`src/rtl/branch_predictor_ctrl_pkg.sv`:
```
// Shared types for the bimodal predictor controller: counter, pending-update record,
// init value and the saturating counter step.
package branch_predictor_ctrl_pkg;

  localparam int LC3B_P_INDEX_W = 5;

  typedef logic [1:0]                bp_ctr_t;
  typedef logic [LC3B_P_INDEX_W-1:0] bp_idx_t;

  typedef struct packed {
    bp_idx_t index;
    logic    taken;
  } bp_upd_t;

  localparam bp_ctr_t BP_INIT_VAL = 2'b10;

  typedef enum logic {
    ST_INIT = 1'b0,
    ST_RUN  = 1'b1
  } bp_state_t;

  function automatic bp_ctr_t bp_next(input bp_ctr_t cur, input logic taken);
    bp_ctr_t nxt;
    nxt = cur;
    if (taken) begin
      if (cur != 2'b11) nxt = cur + 2'b01;
    end else begin
      if (cur != 2'b00) nxt = cur - 2'b01;
    end
    return nxt;
  endfunction

endpackage

```
`src/rtl/branch_predictor_ctrl_if.sv`:
```
// Fetch, execute and counter-table signals of the predictor controller.
// slave: the controller side; master: fetch/execute/table side.
interface branch_predictor_ctrl_if
  import branch_predictor_ctrl_pkg::*;
#(
  parameter int IDX_W = LC3B_P_INDEX_W
) ();

  logic             lookup_req;
  logic [IDX_W-1:0] lookup_index;
  logic             lookup_grant;
  bp_ctr_t          pred_count;
  logic             pred_taken;

  logic             resolve_valid;
  logic [IDX_W-1:0] resolve_index;
  logic             resolve_taken;
  logic             resolve_ready;

  logic [IDX_W-1:0] tbl_rindex;
  bp_ctr_t          tbl_rdata;
  logic             tbl_we;
  logic [IDX_W-1:0] tbl_windex;
  bp_ctr_t          tbl_wdata;

  logic             init_busy;

  modport slave (
    input  lookup_req, lookup_index, resolve_valid, resolve_index, resolve_taken, tbl_rdata,
    output lookup_grant, pred_count, pred_taken, resolve_ready,
    output tbl_rindex, tbl_we, tbl_windex, tbl_wdata, init_busy
  );

  modport master (
    output lookup_req, lookup_index, resolve_valid, resolve_index, resolve_taken, tbl_rdata,
    input  lookup_grant, pred_count, pred_taken, resolve_ready,
    input  tbl_rindex, tbl_we, tbl_windex, tbl_wdata, init_busy
  );

endinterface

```
`src/rtl/branch_predictor_ctrl_fifo.sv`:
```
// Pending-update FIFO (bp_upd_t entries) with occupancy count, full and empty.
// Head is visible combinationally; push while full and pop while empty are dropped.
module bp_update_fifo
  import branch_predictor_ctrl_pkg::*;
#(
  parameter int DEPTH = 4
) (
  input  logic                   clk,
  input  logic                   rst_n,
  input  logic                   push_i,
  input  bp_upd_t                push_dat_i,
  input  logic                   pop_i,
  output bp_upd_t                head_o,
  output logic [$clog2(DEPTH):0] count_o,
  output logic                   full_o,
  output logic                   empty_o
);

  localparam int PTR_W = $clog2(DEPTH);

  bp_upd_t          mem_q [DEPTH];
  logic [PTR_W-1:0] wr_ptr_q;
  logic [PTR_W-1:0] rd_ptr_q;
  logic [PTR_W:0]   count_q;
  logic             do_push;
  logic             do_pop;

  assign full_o  = (count_q == (PTR_W+1)'(DEPTH));
  assign empty_o = (count_q == '0);
  assign do_push = push_i & ~full_o;
  assign do_pop  = pop_i & ~empty_o;
  assign head_o  = mem_q[rd_ptr_q];
  assign count_o = count_q;

  // DEPTH is a power of two, so natural pointer overflow is the modulo wrap.
  always_ff @(posedge clk or negedge rst_n) begin
    if (!rst_n) begin
      wr_ptr_q <= '0;
      rd_ptr_q <= '0;
      count_q  <= '0;
    end else begin
      if (do_push) wr_ptr_q <= wr_ptr_q + 1'b1;
      if (do_pop)  rd_ptr_q <= rd_ptr_q + 1'b1;
      case ({do_push, do_pop})
        2'b10:   count_q <= count_q + 1'b1;
        2'b01:   count_q <= count_q - 1'b1;
        default: count_q <= count_q;
      endcase
    end
  end

  always_ff @(posedge clk) begin
    if (do_push) mem_q[wr_ptr_q] <= push_dat_i;
  end

endmodule

```
`src/rtl/branch_predictor_ctrl.sv`:
```
// Bimodal counter table sequencer: init sweep, read-port arbitration, saturating RMW.
// Optional BP_STATS_EN adds saturating stat_updates / stat_stalls counters.
module branch_predictor_ctrl
  import branch_predictor_ctrl_pkg::*;
#(
  parameter int      IDX_W      = LC3B_P_INDEX_W,
  parameter int      FIFO_DEPTH = 4,
  parameter bp_ctr_t INIT_VAL   = BP_INIT_VAL
) (
  input  logic                   clk,
  input  logic                   rst_n,
  branch_predictor_ctrl_if.slave bp
`ifdef BP_STATS_EN
  ,
  output logic [15:0]            stat_updates,
  output logic [15:0]            stat_stalls
`endif
);

  localparam int               CNT_W    = $clog2(FIFO_DEPTH) + 1;
  localparam logic [IDX_W-1:0] LAST_IDX = '1;

  bp_state_t        state_q, state_d;
  logic [IDX_W-1:0] ptr_q, ptr_d;

  bp_upd_t          head;
  bp_upd_t          push_dat;
  logic             push;
  logic             full;
  logic             empty;
  logic [CNT_W-1:0] count;
  logic             run;
  logic             upd_win;

  assign run      = (state_q == ST_RUN);
  assign push_dat = '{index: bp.resolve_index, taken: bp.resolve_taken};

  // Ready reflects occupancy before any same-cycle pop.
  assign bp.resolve_ready = run & (count < CNT_W'(FIFO_DEPTH));
  assign push             = bp.resolve_valid & bp.resolve_ready;

  assign upd_win = run & ~empty & (~bp.lookup_req | full);

  bp_update_fifo #(
    .DEPTH (FIFO_DEPTH)
  ) u_fifo (
    .clk        (clk),
    .rst_n      (rst_n),
    .push_i     (push),
    .push_dat_i (push_dat),
    .pop_i      (upd_win),
    .head_o     (head),
    .count_o    (count),
    .full_o     (full),
    .empty_o    (empty)
  );

  always_comb begin
    state_d         = state_q;
    ptr_d           = ptr_q;
    bp.tbl_we       = 1'b0;
    bp.tbl_windex   = ptr_q;
    bp.tbl_wdata    = INIT_VAL;
    bp.tbl_rindex   = bp.lookup_index;
    bp.lookup_grant = 1'b0;
    unique case (state_q)
      ST_INIT: begin
        // Hold off sweep writes while reset is still asserted.
        bp.tbl_we = rst_n;
        ptr_d     = ptr_q + 1'b1;
        if (ptr_q == LAST_IDX) state_d = ST_RUN;
      end
      ST_RUN: begin
        if (upd_win) begin
          bp.tbl_rindex = head.index;
          bp.tbl_we     = 1'b1;
          bp.tbl_windex = head.index;
          bp.tbl_wdata  = bp_next(bp.tbl_rdata, head.taken);
        end else begin
          bp.lookup_grant = bp.lookup_req;
        end
      end
      default: state_d = ST_INIT;
    endcase
  end

  always_ff @(posedge clk or negedge rst_n) begin
    if (!rst_n) begin
      state_q <= ST_INIT;
      ptr_q   <= '0;
    end else begin
      state_q <= state_d;
      ptr_q   <= ptr_d;
    end
  end

  assign bp.init_busy  = ~run;
  assign bp.pred_count = bp.lookup_grant ? bp.tbl_rdata : 2'b00;
  assign bp.pred_taken = bp.pred_count[1];

  a_one_port_user: assert property (@(posedge clk) disable iff (!rst_n)
    !(bp.tbl_we && bp.lookup_grant));

`ifdef BP_STATS_EN
  logic [15:0] stat_updates_q;
  logic [15:0] stat_stalls_q;

  always_ff @(posedge clk or negedge rst_n) begin
    if (!rst_n) begin
      stat_updates_q <= '0;
      stat_stalls_q  <= '0;
    end else begin
      if (upd_win && stat_updates_q != 16'hFFFF)
        stat_updates_q <= stat_updates_q + 16'd1;
      if (run && bp.lookup_req && !bp.lookup_grant && stat_stalls_q != 16'hFFFF)
        stat_stalls_q <= stat_stalls_q + 16'd1;
    end
  end

  assign stat_updates = stat_updates_q;
  assign stat_stalls  = stat_stalls_q;
`endif

endmodule

```
`src/flat_wrapper.sv`:
```
// flat-port wrapper written by rule: the top's interface ports become plain ports
module branch_predictor_ctrl_flat import branch_predictor_ctrl_pkg::*;
#(
  parameter int      IDX_W      = LC3B_P_INDEX_W,
  parameter int      FIFO_DEPTH = 4,
  parameter bp_ctr_t INIT_VAL   = BP_INIT_VAL
)
  (clk, rst_n, bp_lookup_req, bp_lookup_index, bp_resolve_valid, bp_resolve_index, bp_resolve_taken, bp_tbl_rdata, bp_lookup_grant, bp_pred_count, bp_pred_taken, bp_resolve_ready, bp_tbl_rindex, bp_tbl_we, bp_tbl_windex, bp_tbl_wdata, bp_init_busy);
  branch_predictor_ctrl_if #(.IDX_W(IDX_W)) bp_i ();
  input  logic clk;
  input  logic rst_n;
  input wire logic [$bits(bp_i.lookup_req)-1:0] bp_lookup_req;
  input wire logic [$bits(bp_i.lookup_index)-1:0] bp_lookup_index;
  input wire logic [$bits(bp_i.resolve_valid)-1:0] bp_resolve_valid;
  input wire logic [$bits(bp_i.resolve_index)-1:0] bp_resolve_index;
  input wire logic [$bits(bp_i.resolve_taken)-1:0] bp_resolve_taken;
  input wire logic [$bits(bp_i.tbl_rdata)-1:0] bp_tbl_rdata;
  output wire logic [$bits(bp_i.lookup_grant)-1:0] bp_lookup_grant;
  output wire logic [$bits(bp_i.pred_count)-1:0] bp_pred_count;
  output wire logic [$bits(bp_i.pred_taken)-1:0] bp_pred_taken;
  output wire logic [$bits(bp_i.resolve_ready)-1:0] bp_resolve_ready;
  output wire logic [$bits(bp_i.tbl_rindex)-1:0] bp_tbl_rindex;
  output wire logic [$bits(bp_i.tbl_we)-1:0] bp_tbl_we;
  output wire logic [$bits(bp_i.tbl_windex)-1:0] bp_tbl_windex;
  output wire logic [$bits(bp_i.tbl_wdata)-1:0] bp_tbl_wdata;
  output wire logic [$bits(bp_i.init_busy)-1:0] bp_init_busy;
  assign bp_i.lookup_req = bp_lookup_req;
  assign bp_i.lookup_index = bp_lookup_index;
  assign bp_i.resolve_valid = bp_resolve_valid;
  assign bp_i.resolve_index = bp_resolve_index;
  assign bp_i.resolve_taken = bp_resolve_taken;
  assign bp_i.tbl_rdata = bp_tbl_rdata;
  assign bp_lookup_grant = bp_i.lookup_grant;
  assign bp_pred_count = bp_i.pred_count;
  assign bp_pred_taken = bp_i.pred_taken;
  assign bp_resolve_ready = bp_i.resolve_ready;
  assign bp_tbl_rindex = bp_i.tbl_rindex;
  assign bp_tbl_we = bp_i.tbl_we;
  assign bp_tbl_windex = bp_i.tbl_windex;
  assign bp_tbl_wdata = bp_i.tbl_wdata;
  assign bp_init_busy = bp_i.init_busy;
  branch_predictor_ctrl #(.IDX_W(IDX_W), .FIFO_DEPTH(FIFO_DEPTH), .INIT_VAL(INIT_VAL)) u_core (.clk(clk), .rst_n(rst_n), .bp(bp_i));
endmodule
```
`config.mk`:
```
export PLATFORM = sky130hd
export DESIGN_NAME = branch_predictor_ctrl_flat
export DESIGN_NICKNAME = d
export VERILOG_FILES = /design/src/rtl/branch_predictor_ctrl_pkg.sv /design/src/rtl/branch_predictor_ctrl_if.sv /design/src/rtl/branch_predictor_ctrl_fifo.sv /design/src/rtl/branch_predictor_ctrl.sv /design/src/flat_wrapper.sv
export SDC_FILE = /design/constraint.sdc
export NUM_CORES = 1
export LEC_CHECK = 0
export CORE_UTILIZATION = 45
export CTS_CLUSTER_DIAMETER = 40
export DETAILED_ROUTE_END_ITERATION = 6
export PLACE_DENSITY_LB_ADDON = 0.12
export SYNTH_ARGS = -nofsm -noshare
export SYNTH_HDL_FRONTEND = slang
export SYNTH_SLANG_ARGS = --single-unit
```
`constraint.sdc`:
```
create_clock -name clk -period 2.89 [get_ports clk]
set_clock_uncertainty 0.1 [all_clocks]
set_input_delay 0.289 -clock clk [delete_from_list [all_inputs] [get_ports clk]]
set_output_delay 0.289 -clock clk [all_outputs]
set_load 0.005 [all_outputs]
```
# == Yosys cells after proc, flatten, opt, wreduce, memory -nomap -nowiden ==
# Memory sizes are Yosys's and may differ from the RTL's.
# Cells that the tools add are included.
# word_totals
register_bits,13
mem_bits_rw,24
input_bits,17
out_inout_bits,19
n_memories,1
# op_classes
addsub,7
n_lt_le_gt_ge,1
n_eq_ne,5
n_mux,19
n_bitwise,11
n_reduce_logical,3
# mem_list
memory,depth,word_bits,read_ports,rd_ports_with_merged_regs,wr,line,source
u_core.u_fifo.mem_q,4,6,1,0,1,branch_predictor_ctrl_fifo.sv:21,bp_upd_t mem_q [DEPTH];
# ops
op,count
$mux W5,4
$mux W2,6
$mux W1,7
$add A2 B1 Y2 const B,3
$and A1 B1 Y1,6
$pmux W3 S2,1
$add A5 B1 Y5 const B,1
$eq A5 B5 Y1 const B,1
$not A1 Y1,4
$reduce_bool A2 Y1,2
$add A3 B1 Y3 const B,1
$eq A3 B3 Y1 const B,1
$logic_not A3 Y1,1
$lt A3 B3 Y1 const B,1
$sub A3 B1 Y3 const B,1
$eq A2 B1 Y1 const B,1
$eq A2 B2 Y1 const B,1
$ne A2 B2 Y1 const B,1
$pmux W1 S2,1
$sub A2 B1 Y2 const B,1
$or A1 B1 Y1,1

# == Logic depth before layout (Yosys ltp) ==
# Gate-level depths: netlist of the first run.
# depth
depth_word,7
mapped_depth,10
mapped_depth_nobuf,9

# == By module ==
# A second synthesis of the first run with hierarchy kept.
# unflattened
hier_cells,119
area_unflattened_um2,1824.2
# by_module_without_submodules
mod,n_inst,cells_per_inst,area_per_inst_um2
bp_update_fifo,1,69,1306.3
branch_predictor_ctrl,1,50,518.0

# == Worst setup path before layout of the first run ==
# No wires, ideal clock.
# synth_path
kind,register -> register
from,"register u_core.u_fifo.count_q[0], in the netlist u_core.u_fifo.count_o[0]"
to,"register u_core.u_fifo.count_q[2], in the netlist u_core.u_fifo.count_o[2]"
setup_ns,0.079
arrival_time_ns,2.041
path_slack_ns,0.670
stages_incl_launch_ff,11
synth_period_minus_slack_ns,2.220
cell_sequence,dfrtp_1 > nor3b_4 > o21ai_2 > buf_6 > inv_1 > ha_1 > inv_1 > fa_1 > xor2_1 > nor2_1 > xor2_1
# synth_between
elab_chain_cells,7
word_cells_on_any_way,18
# synth_rtl
item,line,source
start: declaration,branch_predictor_ctrl_fifo.sv:24,logic [PTR_W:0] count_q;
start signal: assignment,branch_predictor_ctrl_fifo.sv:45,2'b10: count_q <= count_q + 1'b1;
start signal: assignment,branch_predictor_ctrl_fifo.sv:46,2'b01: count_q <= count_q - 1'b1;
start signal: assignment,branch_predictor_ctrl_fifo.sv:47,default: count_q <= count_q;
$logic_not A3 Y1,branch_predictor_ctrl_fifo.sv:29,assign empty_o = (count_q == '0);
$not A1 Y1,"branch_predictor_ctrl_fifo.sv:31, branch_predictor_ctrl.sv:42",
$and A1 B1 Y1 (2 in series),branch_predictor_ctrl.sv:42,assign upd_win = run & ~empty & (~bp.lookup_req | full);
$and A1 B1 Y1 *,branch_predictor_ctrl_fifo.sv:31,assign do_pop = pop_i & ~empty_o;
net u_core.u_fifo.do_pop,branch_predictor_ctrl_fifo.sv:26,logic do_pop;
$eq A2 B1 Y1 or $eq A2 B2 Y1 (tied branches),branch_predictor_ctrl_fifo.sv:44,"case ({do_push, do_pop})"
$pmux W3 S2 or $reduce_bool A2 Y1 (tied branches),-,
# Mark *: on every way through the listed nets, which the timed path passes. The rest lies on a longest branch.
# A chain may end at the register's enable or synchronous reset.

# == Final worst setup path of the first run ==
# layout_path
from,register u_core.u_fifo.rd_ptr_q[0]
to,output port bp_tbl_rindex[3]
# layout_between
elab_chain_cells,3
# layout_rtl
item,line,source
start: declaration,branch_predictor_ctrl_fifo.sv:23,logic [PTR_W-1:0] rd_ptr_q;
start signal: assignment,branch_predictor_ctrl_fifo.sv:43,if (do_pop) rd_ptr_q <= rd_ptr_q + 1'b1;
$mem_v2 Z4 W6,-,
$mux W5,branch_predictor_ctrl.sv:74,if (upd_win) begin
$mux W5,branch_predictor_ctrl.sv:66,unique case (state_q)
end: declaration,flat_wrapper.sv:22,output wire logic [$bits(bp_i.tbl_rindex)-1:0] bp_tbl_rindex;
# No other way between the ends.

==> flow_metrics.env, run 1 <==
export IMPL_status="complete, no violations"
export IMPL_powerDensity_nw_per_um2=919
export IMPL_start_kind="register"
export IMPL_fin_nets=184
export IMPL_syn_avg_cell_area_um2=14.8
export IMPL_grt_pass1_wl_um=5420
export IMPL_ys_ff_latch=37
export IMPL_cts_htree_levels=2
export IMPL_synth_edf_count=24
export IMPL_worstSetupPathType="register to primary output"
export IMPL_dp_slack_ps=456
export IMPL_hold_class="primary input to asynchronous set/reset pin"
export IMPL_fin_crit_ps=2670
export IMPL_place_area_um2=2170
export IMPL_worst_path_max_delay_cell="dfrtp_1"
export IMPL_path_max_fanout=8
export IMPL_rsz0062_at_grt="no"
export IMPL_cts_tree="yes"
export IMPL_numCtsBuffers=5
export IMPL_dr_pass1_iters=4
export IMPL_synthArstFlopShare_pct=35.1
export IMPL_arrival_ps=2290
export IMPL_avgViaCountPerCell=5.15
export IMPL_critPathRequiredTime_ps=2500
export IMPL_synthCells=120
export IMPL_drive_gt1_share_pct=13.8
export IMPL_portBuffers=35
export IMPL_clk_latency_ps=280
export IMPL_critPathLaunch="u_core.u_fifo.rd_ptr_q[0]$_DFFE_PN0P_"
export IMPL_drv_cap=0
export IMPL_antenna_left=0
export IMPL_setup_viol=0
export IMPL_yosysWarnings=0
export IMPL_drc=0
export IMPL_synth_nets=145
export IMPL_chipWidth_um=64.9
export IMPL_slowest_delay_ps=640
export IMPL_antenna_found_initial=0
export IMPL_drt_initial_drc_count=34
export IMPL_clock_sink_count=37
export IMPL_gp_congestion=0.727
export IMPL_dp_cells=200
export IMPL_wl_um=3310
export IMPL_overflow=0
export IMPL_ys_seq_area_share_pct=58.8
export IMPL_cts_resized=0
export IMPL_hold_viol_final=0
export IMPL_layout_setup_ws_ps=215
export IMPL_fin_util_pct=61.3
export IMPL_dr_total_vias=1071
export IMPL_ys_types=31
export IMPL_ctsHoldBuffers=0
export IMPL_instances_no_fill=208
export IMPL_area_growth_pct=28.1
export IMPL_post_drt_wl_per_cell_um=15.9
export IMPL_synth_area_um2=1780
export IMPL_timing_rr_start="u_core.run$_DFF_PN0_"
export IMPL_clockBufferDepth=2
export IMPL_timing_fmax_mhz=374
export IMPL_setup_tns_ps=0
export IMPL_fp_row_count=22
export IMPL_finalCritPeriodShare_pct=92.5
export IMPL_die_area_um2=4210
export IMPL_synth_flop_cell="edfxtp_1"
export IMPL_p_total_mw=2.10
export IMPL_ir_drop_mv=0.574
export IMPL_boundaryPins=36
export IMPL_worst_slew_pin_slew_ps=514
export IMPL_whs_ps=247
export IMPL_grt_max_degree=16
export IMPL_grt_pass1_vias=1120
export IMPL_crit_chain="mux4_2, o211a_1, a21o_1, clkdlybuf4s50_1"
export IMPL_slew_headroom_pct=65.7
export IMPL_p_leak_nw=1.00
export IMPL_grt_total_usage_pct=18.2
export IMPL_fp_dieH_um=64.9
export IMPL_post_cts_setup_buffer_count=0
export IMPL_floorplan_initialDensity_pct=47.9
export IMPL_fin_area_um2=2280
export IMPL_path_clk_slew_ps=70
export IMPL_clock_root_buffer="clkbuf_8"
export IMPL_dp_hpwl_um=2450
export IMPL_antennaDiodeCount=0
export IMPL_final_fill_count=298
export IMPL_maxSlewViolCount=0
export IMPL_endpoint_kind="primary output"
export IMPL_coreArea_um2=3720
[final timing paths]
kind	end	slack (ps)	cells after the start
setup / recovery	bp_tbl_rindex[3]	220	4
hold / removal	u_core.ptr_q[1]$_DFFE_PN0N_	250	2
setup reg to reg	u_core.u_fifo.count_o[2]$_DFFE_PN0P_	470	9
hold reg to reg	u_core.u_fifo.count_o[2]$_DFFE_PN0P_	410	1
max in group asynchronous	u_core.u_fifo.rd_ptr_q[1]$_DFFE_PN0P_	2280	2
min in group clk	u_core.u_fifo.count_o[2]$_DFFE_PN0P_	410	1
[cell usage after synthesis (3+ instances only)]
master | count | area (µm²)
edfxtp_1 | 24 | 721
ha_1 | 7 | 87.6
xnor2_1 | 7 | 61.3
nand2_1 | 3 | 11.3
nor2_1 | 3 | 11.3
mux4_2 | 5 | 113
mux2_2 | 3 | 33.8
and3_1 | 5 | 31.3
dfrtp_1 | 13 | 325
o211a_1 | 5 | 50.1
a21o_1 | 10 | 75.1
inv_1 | 10 | 37.5
[worst max-delay path: cells and delay by family, from the launching register on]
kind / cells / cell delay [ps]
compound gates: 2 / 330
buf+inv: 1 / 450
flops: 1 / 640
mux: 1 / 580
[state kept, by name, indices dropped and copies added (netlist names)]
signal / count
u_core.u_fifo.mem_q: 24
u_core.u_fifo.wr_ptr_q: 2
u_core.ptr_q: 5
u_core.u_fifo.count_o: 3
u_core.run: 1
u_core.u_fifo.rd_ptr_q: 2
[routing by layer]
layer  part of all wire (%)  vias to the layer above  track usage (%)
met3                    3.8                        5             4.40
met5                      0                        -                0
met1                     43                      530             21.1
met2                     51                       23             31.9
li1                       -                      513                -
met4                    1.6                        0             7.50
[cells in the final DEF (no fill, tap or decap), drive strengths merged]
cell | synthesis | layout
nor3b | 1 | 1
nor3 | 1 | 1
and2b | 1 | 1
o211ai | 1 | 1
o21ai | 3 | 3
edfxtp | 24 | 24
o21ba | 1 | 1
o21bai | 1 | 1
nor2 | 3 | 3
fa | 1 | 1
and3 | 5 | 5
clkdlybuf4s50 | 0 | 35
clkinv | 0 | 1
or2 | 1 | 1
a21o | 10 | 10
ha | 7 | 7
mux2 | 3 | 3
bufinv | 0 | 1
nand2 | 3 | 3
clkbuf | 2 | 5
a21oi | 2 | 2
o211a | 5 | 5
buf | 3 | 2
xnor2 | 7 | 7
dfrtp | 13 | 13
inv | 10 | 11
mux2i | 1 | 1
mux4 | 6 | 6
nand4 | 1 | 1
and2 | 2 | 2
xor2 | 2 | 2
[cells by family after synthesis]
family | synth area share (%)
XOR/XNOR | 4.43
AO/OA/AOI/OAI | 10.1
adder cells (fa/ha/maj) | 6.05
buffers and inverters | 4.22
AND/OR/NAND/NOR | 6.19
flip-flops | 58.8
multiplexers | 10.3
[layout make-up]
cell class	count	area (µm²)	share of cell area [%]
clock buffers	5	68.8	3.02
clock inverters	3	43.8	1.92
inverters	10	37.5	1.65
flip-flops and latches	37	1050	45.9
repair buffers	37	365	16.0
well taps	48	60.1	2.63
multi-input cells	68	658	28.9
[report_power, final]
part | internal [mW] | switching [mW] | total [mW]
combinational | 0.522 | 0.357 | 0.879
clock | 0.258 | 0.181 | 0.439
sequential | 0.673 | 0.105 | 0.778
total | 1.45 | 0.642 | 2.10
Note: power is estimated with default switching activity, not from simulation.
==> inputs of run 2 (changes only) <==
--- a/config.mk
+++ b/config.mk
@@ -5,10 +5,11 @@
 export SDC_FILE = /design/constraint.sdc
 export NUM_CORES = 1
 export LEC_CHECK = 0
-export CORE_UTILIZATION = 45
+export CORE_UTILIZATION = 48
 export CTS_CLUSTER_DIAMETER = 40
 export DETAILED_ROUTE_END_ITERATION = 6
 export PLACE_DENSITY_LB_ADDON = 0.12
+export RECOVER_POWER = 100
 export SYNTH_ARGS = -nofsm -noshare
 export SYNTH_HDL_FRONTEND = slang
 export SYNTH_SLANG_ARGS = --single-unit
==> flow_metrics.env, run 2 (synthesis results as in run 1) <==
export IMPL_endpoint_kind="primary output"
export IMPL_timing_fmax_mhz=373
export IMPL_chipWidth_um=62.9
export IMPL_fp_row_count=21
export IMPL_dr_total_vias=1095
export IMPL_gp_congestion=0.707
export IMPL_cts_htree_levels=2
export IMPL_finalCritPeriodShare_pct=92.7
export IMPL_switching_share_pct=31.9
export IMPL_largest_reg_flops=24
export IMPL_overflow=0
export IMPL_dr_pass1_iters=4
export IMPL_p_total_mw=1.99
export IMPL_p_leak_nw=0.997
export IMPL_setup_tns_ps=0
export IMPL_die_area_um2=3950
export IMPL_coreArea_um2=3440
export IMPL_seqPwrFrac_pct=39.0
export IMPL_drv_cap=0
export IMPL_drive_gt1_share_pct=12.4
export IMPL_place_area_um2=2170
export IMPL_cts_resized=0
export IMPL_grt_pass1_wl_um=5520
export IMPL_grt_total_usage_pct=18.6
export IMPL_fp_dieH_um=62.9
export IMPL_rsz0062_at_grt="no"
export IMPL_post_cts_setup_buffer_count=0
export IMPL_drt_initial_drc_count=22
export IMPL_grt_pass1_vias=1154
export IMPL_worstSetupPathType="primary input to primary output"
export IMPL_path_max_fanout=7
export IMPL_p_switching_mw=0.634
export IMPL_fin_area_um2=2250
export IMPL_powerDensity_nw_per_um2=884
export IMPL_boundaryPins=36
export IMPL_post_drt_wl_per_cell_um=15.4
export IMPL_area_growth_pct=26.4
export IMPL_antenna_left=0
export IMPL_floorplan_initialDensity_pct=51.7
export IMPL_pwr_share_clk_pct=17.9
export IMPL_final_common_cell="edfxtp_1"
export IMPL_top_register="u_core.u_fifo.mem_q"
export IMPL_setup_viol=0
export IMPL_clk_latency_ps=280
export IMPL_ir_drop_mv=0.676
export IMPL_portBuffers=35
export IMPL_mostFrequentLayoutCells="edfxtp_1 (24), clkdlybuf4s50_1 (23), dfrtp_1 (13), dlygate4sd3_1 (12)"
export IMPL_fin_crit_ps=2680
export IMPL_maxSlewViolCount=0
export IMPL_hold_class="register to register"
export IMPL_pwr_share_comb_pct=43.2
export IMPL_critPathRequiredTime_ps=2500
export IMPL_cts_tree="yes"
export IMPL_clockBufferDepth=2
export IMPL_numCtsBuffers=5
export IMPL_hold_viol_final=0
export IMPL_dp_hpwl_um=2400
export IMPL_status="complete, no violations"
export IMPL_clock_sink_count=37
export IMPL_fin_nets=185
export IMPL_start_kind="primary input"
export IMPL_drc=0
export IMPL_wl_um=3180
export IMPL_ctsHoldBuffers=0
export IMPL_antennaDiodeCount=0
export IMPL_path_clk_slew_ps=70
export IMPL_clock_root_buffer="clkbuf_8"
export IMPL_arrival_ps=2290
export IMPL_worst_slew_pin_slew_ps=699
export IMPL_final_fill_count=261
export IMPL_whs_ps=400
export IMPL_avgViaCountPerCell=5.29
export IMPL_slew_headroom_pct=53.4
export IMPL_antenna_found_initial=0
export IMPL_internal_power_mw=1.35
export IMPL_grt_max_degree=16
## run 2: path summary, 6_finish.rpt
| path | end | slack (ps) | cells after the start | startpoint |
|---|---|---|---|---|
| max | bp_tbl_rindex[2] | 210 | 6 | bp_lookup_req |
| min | u_core.u_fifo.count_o[2]$_DFFE_PN0P_ | 400 | 1 | u_core.u_fifo.count_o[2]$_DFFE_PN0P_ |
| max reg2reg | u_core.u_fifo.count_o[2]$_DFFE_PN0P_ | 420 | 9 | u_core.u_fifo.count_o[0]$_DFFE_PN0P_ |
| min reg2reg | u_core.u_fifo.count_o[2]$_DFFE_PN0P_ | 400 | 1 | u_core.u_fifo.count_o[2]$_DFFE_PN0P_ |
| max in group asynchronous | u_core.u_fifo.count_o[0]$_DFFE_PN0P_ | 1760 | 2 | rst_n |
| min in group asynchronous | u_core.ptr_q[0]$_DFFE_PN0N_ | 490 | 2 | rst_n |
## run 2: cell type report
class	count	area (µm²)	area share (%)
clock buffer	5	68.8	3.06
inverter	10	37.5	1.67
multi-input combinational	68	654	29.1
sequential	37	1050	46.5
tap	46	57.6	2.56
clock inverter	3	21.3	0.945
timing repair buffer	38	364	16.2
## run 2: power by group through the flow
stage | clock [mW] | sequential [mW] | combinational [mW]
after floorplan | 0 | 0.728 | 0.585
after global placement | 0 | 0.784 | 0.860
after detailed placement | 0 | 0.790 | 0.880
after CTS | 0.366 | 0.779 | 0.900
after global routing | 0.386 | 0.792 | 0.956
final | 0.355 | 0.775 | 0.859
## run 2: critical path, stage by stage
cell and delay [ps]:
clkdlybuf4s50_1 490, o21ba_1 240, o21ai_0 370, clkbuf_2 260, a21o_1 140, clkdlybuf4s50_1 500
## run 2: metrics by stage
step	util [%]	std cells	worst slack, ps
final	65.4	207	211
after global placement	63.1	199	423
after floorplan	-	120	670
after global routing	65.4	207	66.4
after detailed placement	63.1	199	404
after CTS	65.7	207	228
## run 2: routing by layer
layer	GRT usage, %	part of all wire (%)
met1	22.1	41
met2	32.1	53
met3	5.11	4.3
met4	6.40	1.7
met5	0	0
==> inputs of run 3 (changes only) <==
--- a/config.mk
+++ b/config.mk
@@ -5,11 +5,12 @@
 export SDC_FILE = /design/constraint.sdc
 export NUM_CORES = 1
 export LEC_CHECK = 0
-export CORE_UTILIZATION = 48
+export CORE_UTILIZATION = 50
 export CTS_CLUSTER_DIAMETER = 40
 export DETAILED_ROUTE_END_ITERATION = 6
 export PLACE_DENSITY_LB_ADDON = 0.12
 export RECOVER_POWER = 100
 export SYNTH_ARGS = -nofsm -noshare
 export SYNTH_HDL_FRONTEND = slang
+export SYNTH_HIERARCHICAL = 1
 export SYNTH_SLANG_ARGS = --single-unit
==> flow_metrics.env, run 3 <==
export IMPL_numCtsBuffers=5
export IMPL_p_switching_mw=0.625
export IMPL_dp_hpwl_um=2380
export IMPL_synth_top_cell_area_share_pct=39.5
export IMPL_crit_chain="nor3b_4, inv_1, a211o_4, mux2_1, clkdlybuf4s50_1"
export IMPL_synth_nets=144
export IMPL_path_clk_slew_ps=100
export IMPL_drive_gt1_share_pct=19.0
export IMPL_fp_row_count=21
export IMPL_grt_pass1_wl_um=5330
export IMPL_fin_crit_ps=2740
export IMPL_antenna_found_initial=0
export IMPL_ir_drop_mv=0.462
export IMPL_gp_congestion=0.696
export IMPL_holdPathStages=1
export IMPL_reg2regPathDepth=11
export IMPL_start_kind="register"
export IMPL_dp_slack_ps=184
export IMPL_worst_slew_pin_slew_ps=735
export IMPL_ys_seq_area_share_pct=57.3
export IMPL_min_delay_start="u_core/ptr_q[3]$_DFFE_PN0N_"
export IMPL_post_cts_setup_buffer_count=0
export IMPL_cts_tree="yes"
export IMPL_drt_initial_drc_count=25
export IMPL_mostFrequentLayoutCells="edfxtp_1 (24), clkdlybuf4s50_1 (22), dlygate4sd3_1 (13), inv_1 (12), dfrtp_1 (11)"
export IMPL_holdPathEnd="u_core/ptr_q[3]$_DFFE_PN0N_"
export IMPL_arrival_ps=2360
export IMPL_fin_nets=182
export IMPL_clockBufferDepth=2
export IMPL_final_common_cell="edfxtp_1"
export IMPL_setup_viol=0
export IMPL_grt_pass1_vias=1105
export IMPL_worst_path_max_delay_cell="dfrtp_2"
export IMPL_synth_edf_count=24
export IMPL_ys_ff_latch=37
export IMPL_instances_no_fill=204
export IMPL_portBuffers=35
export IMPL_maxSlewViolCount=0
export IMPL_powerDensity_nw_per_um2=885
export IMPL_synthCells=119
export IMPL_largest_reg_flops=24
export IMPL_whs_ps=414
export IMPL_boundaryPins=36
export IMPL_yosys_area_top_type="edfxtp_1"
export IMPL_synth_flop_cell="edfxtp_1"
export IMPL_slowest_delay_ps=460
export IMPL_slew_headroom_pct=51.0
export IMPL_critPathRequiredTime_ps=2500
export IMPL_drv_cap=0
export IMPL_critical_path_top_delay_family="buffers and inverters"
export IMPL_internal_power_mw=1.37
export IMPL_post_drt_wl_per_cell_um=15.4
export IMPL_drc=0
export IMPL_avgViaCountPerCell=5.11
export IMPL_wl_um=3140
export IMPL_dr_total_vias=1042
export IMPL_worstSetupPathType="register to primary output"
export IMPL_top_register="u_core/u_fifo/mem_q"
export IMPL_die_area_um2=3890
export IMPL_path_buf_inv=2
export IMPL_grt_total_usage_pct=18.4
export IMPL_timing_rr_start="u_core/u_fifo/count_o[1]$_DFFE_PN0P_"
export IMPL_floorplan_initialDensity_pct=53.4
export IMPL_r2r_setup_slack_ps=210
export IMPL_dp_cells=196
export IMPL_seqPwrFrac_pct=39.4
export IMPL_timing_fmax_mhz=364
export IMPL_synth_commonest_cells="edfxtp_1 (24), dfrtp_1 (13), inv_1 (12), ha_1 (7), mux2_4 (7)"
export IMPL_clock_sink_count=37
export IMPL_chipWidth_um=62.4
export IMPL_yosysWarnings=6
export IMPL_endpoint_kind="primary output"
export IMPL_cts_htree_levels=2
export IMPL_status="complete, no violations"
export IMPL_synthArstFlopShare_pct=35.1
export IMPL_dr_pass1_iters=4
export IMPL_clock_root_buffer="clkbuf_4"
export IMPL_hold_viol_final=0
export IMPL_yosysMostFrequentCell="edfxtp_1"
export IMPL_ys_types=32
export IMPL_synth_area_um2=1820
export IMPL_pwr_share_clk_pct=17.2
export IMPL_syn_avg_cell_area_um2=15.3
export IMPL_switching_share_pct=31.3
export IMPL_antenna_left=0
export IMPL_layout_setup_ws_ps=146
export IMPL_area_growth_pct=23.8
export IMPL_setup_tns_ps=0
export IMPL_synthTopCellsByArea="edfxtp_1 (40%), dfrtp_1 (18%), mux4_2 (7.4%), mux2_4 (5.8%), ha_1 (4.8%)"
export IMPL_clk_latency_ps=330
export IMPL_grt_max_degree=15
export IMPL_finalCritPeriodShare_pct=95.0
export IMPL_path_max_fanout=14
export IMPL_overflow=0
export IMPL_p_leak_nw=0.898
export IMPL_hold_class="register to register"
export IMPL_rsz0062_at_grt="no"
export IMPL_pwr_share_comb_pct=43.4
export IMPL_antennaDiodeCount=0
export IMPL_fp_dieH_um=62.4
export IMPL_r2r_end="u_core/u_fifo/count_o[2]$_DFFE_PN0P_"
export IMPL_coreArea_um2=3420
==> run 3: cell types whose count changed after synthesis, sizes merged, moves of 2 or more <==
| cell | before | now |
|---|---|---|
| and2 | 2 | 5 |
| nor2 | 3 | 5 |
| clkbuf | 2 | 0 |
| a21o | 10 | 0 |
| o211a | 5 | 0 |
| and3 | 5 | 1 |
| buf | 3 | 5 |
| inv | 10 | 13 |
| mux2 | 3 | 13 |
==> run 3: per-layer routing <==
metal  track usage [%]  vias to the layer above  share of wire (%)
met1              22.5                      508                 42
met2              31.4                       31                 52
met3              4.01                        5                4.6
li1                  -                      498                  -
met5                 0                        -                  0
met4              7.85                        0                1.3
==> run 3: metrics by stage <==
stage	power, mW	area (µm²)	utilization (%)
2_1_floorplan	1.37	1820	-
4_1_cts	2.07	2280	66.7
6_report	2.00	2260	66.1
3_3_place_gp	1.68	2200	64.4
5_1_grt	2.14	2260	66.1
3_5_place_dp	1.72	2200	64.4
==> run 3: kinds of logic after synthesis <==
family,after synthesis,synth area share [%]
compound gates,8,3.43
simple gates,19,6.65
flops,37,57.3
fa+ha+maj,8,5.90
mux,20,17.4
buf+inv,18,4.94
xor+xnor,9,4.32
==> run 3: power groups by stage <==
| stage | combinational, mW | clock (mW) | sequential, mW |
|---|---|---|---|
| final | 0.867 | 0.343 | 0.787 |
| after global routing | 0.955 | 0.378 | 0.809 |
| after CTS | 0.920 | 0.357 | 0.789 |
| after detailed placement | 0.914 | 0 | 0.801 |
| after global placement | 0.885 | 0 | 0.791 |
| after floorplan | 0.633 | 0 | 0.733 |
==> run 3: worst max-delay path by stage <==
stage / from / to / slack [ps] / depth (start not counted)
6_report: u_core/u_fifo/count_o[1]$_DFFE_PN0P_ / bp_tbl_windex[0] / 150 / 5
4_1_cts: u_core/u_fifo/count_o[1]$_DFFE_PN0P_ / bp_tbl_rindex[0] / 110 / 5
3_5_place_dp: u_core/u_fifo/count_o[0]$_DFFE_PN0P_ / u_core/u_fifo/count_o[2]$_DFFE_PN0P_ / 180 / 11
5_1_grt: u_core/u_fifo/count_o[1]$_DFFE_PN0P_ / u_core/u_fifo/count_o[2]$_DFFE_PN0P_ / 10 / 11
3_3_place_gp: u_core/u_fifo/count_o[0]$_DFFE_PN0P_ / u_core/u_fifo/count_o[2]$_DFFE_PN0P_ / 280 / 11
2_1_floorplan: u_core/u_fifo/count_o[0]$_DFFE_PN0P_ / u_core/u_fifo/count_o[2]$_DFFE_PN0P_ / 290 / 12
==> run 3: cell type report <==
class                           count  area [µm²]
Clock inverter                      3        41.3
Tap cell                           46        57.6
Multi-Input combinational cell     64         669
Clock buffer                        5        37.5
Fill cell                         256        1160
Inverter                           13        50.0
Timing Repair Buffer               36         354
Sequential cell                    37        1050
==> run 3: timing repair <==
action	4_1_cts	5_1_grt
setup endpoints to repair	0	1
resized for setup	0	2
hold buffers	0	0
